==> src/rtl/spi_pkg.sv <==
// Shared SPI definitions: frame width, bus mode and the master FSM state encoding.
package spi_pkg;
    localparam int SPI_WIDTH = 8;
    localparam bit CPOL      = 1'b0;
    localparam bit CPHA      = 1'b0;

    typedef enum logic [2:0] {
        IDLE,
        SETUP,
        XFER,
        CONT,
        HOLD,
        GAP
    } spi_state_e;
endpackage

==> src/rtl/spi_master_if.sv <==
// Host-side byte handshake of the SPI master: request/continue/data in, busy/done/data out.
interface spi_master_if;
    import spi_pkg::*;

    logic                 start;
    logic                 cont;
    logic [SPI_WIDTH-1:0] din;
    logic                 busy;
    logic                 done;
    logic [SPI_WIDTH-1:0] dout;

    modport master (output start, cont, din, input busy, done, dout);
    modport slave  (input start, cont, din, output busy, done, dout);
endinterface

==> src/rtl/spi_clk_gen.sv <==
// Serial clock generator: CLK_DIV-cycle half periods while enabled, idle level otherwise.
module spi_clk_gen import spi_pkg::*; #(
    parameter int CLK_DIV = 4
) (
    input  logic clk,
    input  logic rst,
    input  logic en,
    output logic sck,
    output logic rise,
    output logic fall
);
    localparam logic [7:0] RELOAD = 8'(CLK_DIV - 1);

    logic [7:0] cnt;
    logic       tick;

    assign tick = en && (cnt == 8'd0);
    // Strobes are combinational so the FSM acts on the same edge that moves sck.
    assign rise = tick && (sck == CPOL);
    assign fall = tick && (sck != CPOL);

    always_ff @(posedge clk) begin
        if (rst || !en) begin
            cnt <= RELOAD;
            sck <= CPOL;
        end else if (cnt == 8'd0) begin
            cnt <= RELOAD;
            sck <= ~sck;
        end else begin
            cnt <= cnt - 8'd1;
        end
    end
endmodule

==> src/rtl/spi_master.sv <==
// Mode-0 MSB-first SPI master: byte FSM with shift registers, optional back-to-back bytes under one ss.
module spi_master import spi_pkg::*; #(
    parameter int CLK_DIV = 4
) (
    input  logic        clk,
    input  logic        rst,
    spi_master_if.slave host,
    output logic        sck,
    output logic        ss,
    output logic        mosi,
    input  logic        miso
);
    localparam logic [7:0] TMR_RELOAD = 8'(CLK_DIV - 1);
    localparam logic [2:0] LAST_BIT   = 3'(SPI_WIDTH - 1);

    spi_state_e           state;
    logic [SPI_WIDTH-2:0] tx;
    logic [SPI_WIDTH-1:0] rx;
    logic [2:0]           bit_cnt;
    logic                 cont_l;
    logic [7:0]           tmr;
    logic                 busy_r;
    logic                 done_r;
    logic [SPI_WIDTH-1:0] dout_r;
    logic                 clk_en;
    logic                 rise;
    logic                 fall;

    assign clk_en    = (state == SETUP) || (state == XFER);
    assign host.busy = busy_r;
    assign host.done = done_r;
    assign host.dout = dout_r;

    spi_clk_gen #(.CLK_DIV(CLK_DIV)) u_clk_gen (
        .clk  (clk),
        .rst  (rst),
        .en   (clk_en),
        .sck  (sck),
        .rise (rise),
        .fall (fall)
    );

    always_ff @(posedge clk) begin
        done_r <= 1'b0;
        if (rst) begin
            state   <= IDLE;
            ss      <= 1'b1;
            mosi    <= 1'b0;
            busy_r  <= 1'b0;
            dout_r  <= '0;
            bit_cnt <= 3'd0;
            cont_l  <= 1'b0;
            tmr     <= 8'd0;
        end else begin
            case (state)
                IDLE: begin
                    if (host.start) begin
                        state   <= SETUP;
                        ss      <= 1'b0;
                        busy_r  <= 1'b1;
                        tx      <= host.din[SPI_WIDTH-2:0];
                        mosi    <= host.din[SPI_WIDTH-1];
                        cont_l  <= host.cont;
                        bit_cnt <= 3'd0;
                    end
                end
                SETUP: begin
                    if (rise) begin
                        rx    <= {rx[SPI_WIDTH-2:0], miso};
                        state <= XFER;
                    end
                end
                XFER: begin
                    if (rise) begin
                        rx <= {rx[SPI_WIDTH-2:0], miso};
                    end else if (fall) begin
                        bit_cnt <= bit_cnt + 3'd1;
                        if (bit_cnt == LAST_BIT) begin
                            // mosi keeps the last bit; the slave has already sampled it.
                            done_r <= 1'b1;
                            dout_r <= rx;
                            if (cont_l) begin
                                state <= CONT;
                            end else begin
                                state <= HOLD;
                                tmr   <= TMR_RELOAD;
                            end
                        end else begin
                            mosi <= tx[SPI_WIDTH-2];
                            tx   <= {tx[SPI_WIDTH-3:0], 1'b0};
                        end
                    end
                end
                CONT: begin
                    // busy stays high through the done cycle, so a request is taken from the next one.
                    if (busy_r) begin
                        busy_r <= 1'b0;
                    end else if (host.start) begin
                        state  <= XFER;
                        busy_r <= 1'b1;
                        tx     <= host.din[SPI_WIDTH-2:0];
                        mosi   <= host.din[SPI_WIDTH-1];
                        cont_l <= host.cont;
                    end else if (!host.cont) begin
                        state  <= HOLD;
                        busy_r <= 1'b1;
                        tmr    <= TMR_RELOAD;
                    end
                end
                HOLD: begin
                    if (tmr == 8'd0) begin
                        state <= GAP;
                        ss    <= 1'b1;
                        tmr   <= TMR_RELOAD;
                    end else begin
                        tmr <= tmr - 8'd1;
                    end
                end
                GAP: begin
                    if (tmr == 8'd0) begin
                        state  <= IDLE;
                        busy_r <= 1'b0;
                        mosi   <= 1'b0;
                    end else begin
                        tmr <= tmr - 8'd1;
                    end
                end
                default: state <= IDLE;
            endcase
        end
    end
endmodule

==> src/flat_wrapper.sv <==
// flat-port wrapper written by rule: the top's interface ports become plain ports
module spi_master_flat import spi_pkg::*;
#(
    parameter int CLK_DIV = 4
)
  (clk, rst, sck, ss, mosi, miso, host_start, host_cont, host_din, host_busy, host_done, host_dout);
  spi_master_if host_i ();
  input  logic clk;
  input  logic rst;
  output logic sck;
  output logic ss;
  output logic mosi;
  input  logic miso;
  input wire logic [$bits(host_i.start)-1:0] host_start;
  input wire logic [$bits(host_i.cont)-1:0] host_cont;
  input wire logic [$bits(host_i.din)-1:0] host_din;
  output wire logic [$bits(host_i.busy)-1:0] host_busy;
  output wire logic [$bits(host_i.done)-1:0] host_done;
  output wire logic [$bits(host_i.dout)-1:0] host_dout;
  assign host_i.start = host_start;
  assign host_i.cont = host_cont;
  assign host_i.din = host_din;
  assign host_busy = host_i.busy;
  assign host_done = host_i.done;
  assign host_dout = host_i.dout;
  spi_master #(.CLK_DIV(CLK_DIV)) u_core (.clk(clk), .rst(rst), .host(host_i), .sck(sck), .ss(ss), .mosi(mosi), .miso(miso));
endmodule
==> config.mk <==
export PLATFORM = sky130hd
export DESIGN_NAME = spi_master_flat
export DESIGN_NICKNAME = d
export VERILOG_FILES = /design/src/rtl/spi_pkg.sv /design/src/rtl/spi_master_if.sv /design/src/rtl/spi_clk_gen.sv /design/src/rtl/spi_master.sv /design/src/flat_wrapper.sv
export SDC_FILE = /design/constraint.sdc
export NUM_CORES = 1
export LEC_CHECK = 0
export BUFFER_PORTS_ARGS = -buffer_cell sky130_fd_sc_hd__buf_4
export CAP_MARGIN = 20
export CORE_MARGIN = 2
export CORE_UTILIZATION = 30
export CTS_BUF_LIST = sky130_fd_sc_hd__clkbuf_4
export DETAILED_ROUTE_END_ITERATION = 8
export MAX_ROUTING_LAYER = met4
export PLACE_DENSITY = 0.53
export SLEW_MARGIN = 20
export SYNTH_ARGS = -nofsm -noshare
export SYNTH_HDL_FRONTEND = slang
export SYNTH_HIERARCHICAL = 1
export SYNTH_SLANG_ARGS = --single-unit
==> constraint.sdc <==
create_clock -name clk -period 9.6 [get_ports clk]
set_input_delay 1.92 -clock clk [delete_from_list [all_inputs] [get_ports clk]]
set_output_delay 1.92 -clock clk [all_outputs]
set_load 0.01 [all_outputs]
==> qor.txt <==
Largest net degree at the start of global routing = 27
Router iterations before antenna repair = 4
CTS sink count = 51
Final Hold Fails = 0
Mapped Avg Cell Area = 9.32 sq um
Diode count = 0
First DRT Iteration DRCs = 224
Kind of end point of the critical path = flip-flop
IO Port Bufs = 25
Critical Path Source Type = flip-flop
Final wirelength = 5.48 mm
Power density cells = 126 mW/mm^2
Die width = 96.2 um
CTS Buf Count = 5
Async SR Flop Fraction = 0%
Sw Share = 25.9%
Rows = 33
Critical-path top delay cell = dfxtp_1
R2R depth = 8
Clk buf depth = 2
DR vias/cell = 5.15
Starting density of the core = 31.1%
Kind of critical path = flip-flop to flip-flop
Worst Hold Depth = 1
Clk Tree Root Cell = clkbuf_4
Crit path DAT = 3.71 ns
Leak = 1.07 nW
Worst hold path type = flip-flop to flip-flop
#FFs+latches synth = 51
R2R setup slack = 5.96 ns
CTS H-tree lvls = 2
Ports = 26
Crit path cell chain = nand2b_1 > a21oi_1 > inv_1 > nor4_1 > nor3b_1 > o21bai_1 > a2111oi_0 > o21a_1
Reg2reg end = u_core/tx[5]
Buf+Inv Stages, Crit Path = 1
Net Sw Power = 94.1 uW
CTS Hold Bufs = 0
WL per Instance = 13.7 um
Sequential area share after synthesis = 45.9%
WP data required = 9.67 ns
Overflow after GRT = 0
Max-cap violations = 0
Synthesized Nets = 293
Maximum vdd drop = 51.4 uV
Cell count after synthesis = 274
# nets final = 312
Clock latency on the worst-skew pair = 0.37 ns
Placed cell area = 0.00282 sq mm
Via count = 2054
Internal power = 269 uW
Post-route ant nets = 0
Comb pwr share = 7.6%
Slew Viols, Final = 0
Reg-to-Reg Start = u_core/state[1]
Synth warn = 6
CTS tree = yes
Post-DP HPWL = 3.84 mm
Number of flops mapped to enable cells by yosys = 15
Hold_sp = u_core/u_clk_gen/cnt[0]
Setup Buffers After CTS = 0
Worst path top cell family by delay = compound AO/OA/AOI/OAI gates
Die height = 96.2 um
DP Cell Count = 391
Area Overhead vs Synth = 13.1%
Clock Skew = 0.0179 ns
Synth Flop Type = dfxtp_1
Most area-consuming cells after synthesis = dfxtp_1 (28%), edfxtp_1 (18%), mux2i_1 (5.1%)
Tcrit/Tclk final = 37.9%
Clk pin slew, worst setup/hold paths = 0.17 ns
Synthesized cell area = 0.00255 sq mm
Hold path endpoint = u_core/u_clk_gen/cnt[0]
Final std cells w/o fill = 399
Min cycle time layout = 3.64 ns
Distinct cell type count after synthesis = 50
Overall power = 363 uW
FMAX = 274 MHz
Slew margin rel. = 40.2%
Total GRT Usage = 13.0%
Fill cells = 848
Slew at the pin closest to its max-slew limit = 0.888 ns
Number of global-route vias before repair = 1916
Initial antenna violation count = 0
Setup TNS = 0 ns
Most area-hungry cell type in the Yosys netlist = dfxtp_1
Layout cells sized above 1 = 13.3%
Post-CTS sizing = 0
# setup viols final = 0
Design area = 0.00289 sq mm
Share of the synthesized area in the top cell type = 28.2%
Core area = 0.00822 sq mm
RSZ-0062 raised after global routing = no
Outcome = finished, final reports clean
Critical path's largest stage delay = 0.79 ns
Die ar. = 0.00926 sq mm
DRC = 0
GP Congestion = 0.831
CP max FO = 23
Wire length of the first global-routing pass = 9.16 mm
Clk network pwr share = 29.0%
Reg power frac = 63.3%
[power groups by stage]
stage | clock (mW) | sequential [mW] | combinational [mW]
after floorplan | 0 | 0.233 | 0.0187
after global placement | 0 | 0.235 | 0.0277
after detailed placement | 0 | 0.235 | 0.0278
after CTS | 0.113 | 0.230 | 0.0280
after global routing | 0.121 | 0.231 | 0.0313
final | 0.105 | 0.230 | 0.0277
[routing by layer]
layer	global-route usage, %	share of wire [%]	up-vias
li1	-	-	1046
met1	17.3	49	950
met2	19.5	46	54
met3	2.51	4.3	4
met4	4.88	1.2	0
met5	-	0	-
[through the flow]
stage | setup slack (ns) | util, % | hold WS [ns]
5_1_grt | 5.54 | 35.1 | 0.485
6_report | 5.96 | 35.1 | 0.454
4_1_cts | 5.99 | 35.1 | 0.458
3_5_place_dp | 6.08 | 34.3 | 0.420
2_1_floorplan | 6.45 | - | 0.391
3_3_place_gp | 6.16 | 34.3 | 0.424
[cells in the mapped netlist, types with 2 or more instances]
master / n
edfxtp_1: 15
a311oi_1: 3
or4_1: 3
buf_2: 4
dfxtp_1: 36
and3b_1: 3
a21oi_1: 13
nor4b_1: 2
nand2_1: 29
ha_1: 6
o21a_1: 2
o32a_1: 2
nor4_1: 5
nand2b_1: 5
mux2i_1: 13
o31ai_1: 8
and3_1: 2
inv_1: 15
clkbuf_1: 10
nor2_1: 20
nand3b_1: 3
a2111oi_0: 2
nor3b_1: 5
or3b_2: 2
or3_1: 4
o221ai_1: 2
nand4_1: 4
nor2b_1: 10
o211ai_1: 5
o21ai_0: 20
or3b_1: 2
[state kept, by name (all words and copies together) (netlist names)]
signal                cells
u_core/tmr                8
u_core/tx                 7
u_core/rx                 8
u_core/cont_l             1
u_core/ss                 1
u_core/host.done          1
u_core/u_clk_gen/sck      1
u_core/mosi               1
u_core/u_clk_gen/cnt      8
u_core/host.busy          1
u_core/bit_cnt            3
u_core/host.dout          8
u_core/state              3
[how the worst max path moves through the flow]
| stage | endpoint | from | slack [ns] | cells after the start |
|---|---|---|---|---|
| floorplan | u_core/tx[1] | u_core/state[1] | 6.45 | 10 |
| global placement | u_core/tx[6] | u_core/state[1] | 6.16 | 8 |
| detailed placement | u_core/tx[5] | u_core/state[1] | 6.08 | 8 |
| CTS | u_core/tx[6] | u_core/state[1] | 5.99 | 8 |
| global route | u_core/tx[5] | u_core/state[1] | 5.54 | 8 |
| finish | u_core/tx[5] | u_core/state[1] | 5.96 | 8 |
[cell type report]
class	count	area, sq um	share of cell area, %
clock buffers	5	37.5	1.30
clock inverters	3	28.8	0.997
inverters	15	56.3	1.95
multi-input cells	194	1270	43.9
flip-flops and latches	51	1170	40.6
well taps	105	131	4.55
repair buffers	26	195	6.76
[cell usage in the layout (no fill, tap or decap), types with 3 or more instances in the layout]
master    synthesis  layout
nor2b_1          10      10
clkbuf_4          0       5
nand2_1          29      29
nand3b_1          3       3
or3_1             4       4
nor4_1            5       5
nand4_1           4       4
nor3b_1           5       5
inv_1            15      15
o31ai_1           8       8
nor2_1           20      20
edfxtp_1         15      15
or4_1             3       3
o211ai_1          5       5
nand2b_1          5       5
buf_4             0      26
o21ai_0          20      20
a311oi_1          3       3
a21oi_1          13      13
ha_1              6       6
dfxtp_1          36      36
and3b_1           3       3
mux2i_1          13      13
[worst reg2reg max path: stages (launching register included)]
cell	delay, ns
dfxtp_1	0.79
nand2b_1	0.16
a21oi_1	0.32
inv_1	0.10
nor4_1	0.52
nor3b_1	0.38
o21bai_1	0.10
a2111oi_0	0.61
o21a_1	0.36
[cells by family after synthesis]
kind of cell / count (synthesis) / share of synthesized area, %
buf+inv: 29 / 4.46
flops: 51 / 45.9
compound gates: 70 / 19.0
xor+xnor: 1 / 0.343
mux: 13 / 5.10
simple gates: 104 / 22.3
fa+ha+maj: 6 / 2.94
Note: power is estimated with default switching activity, not from simulation.
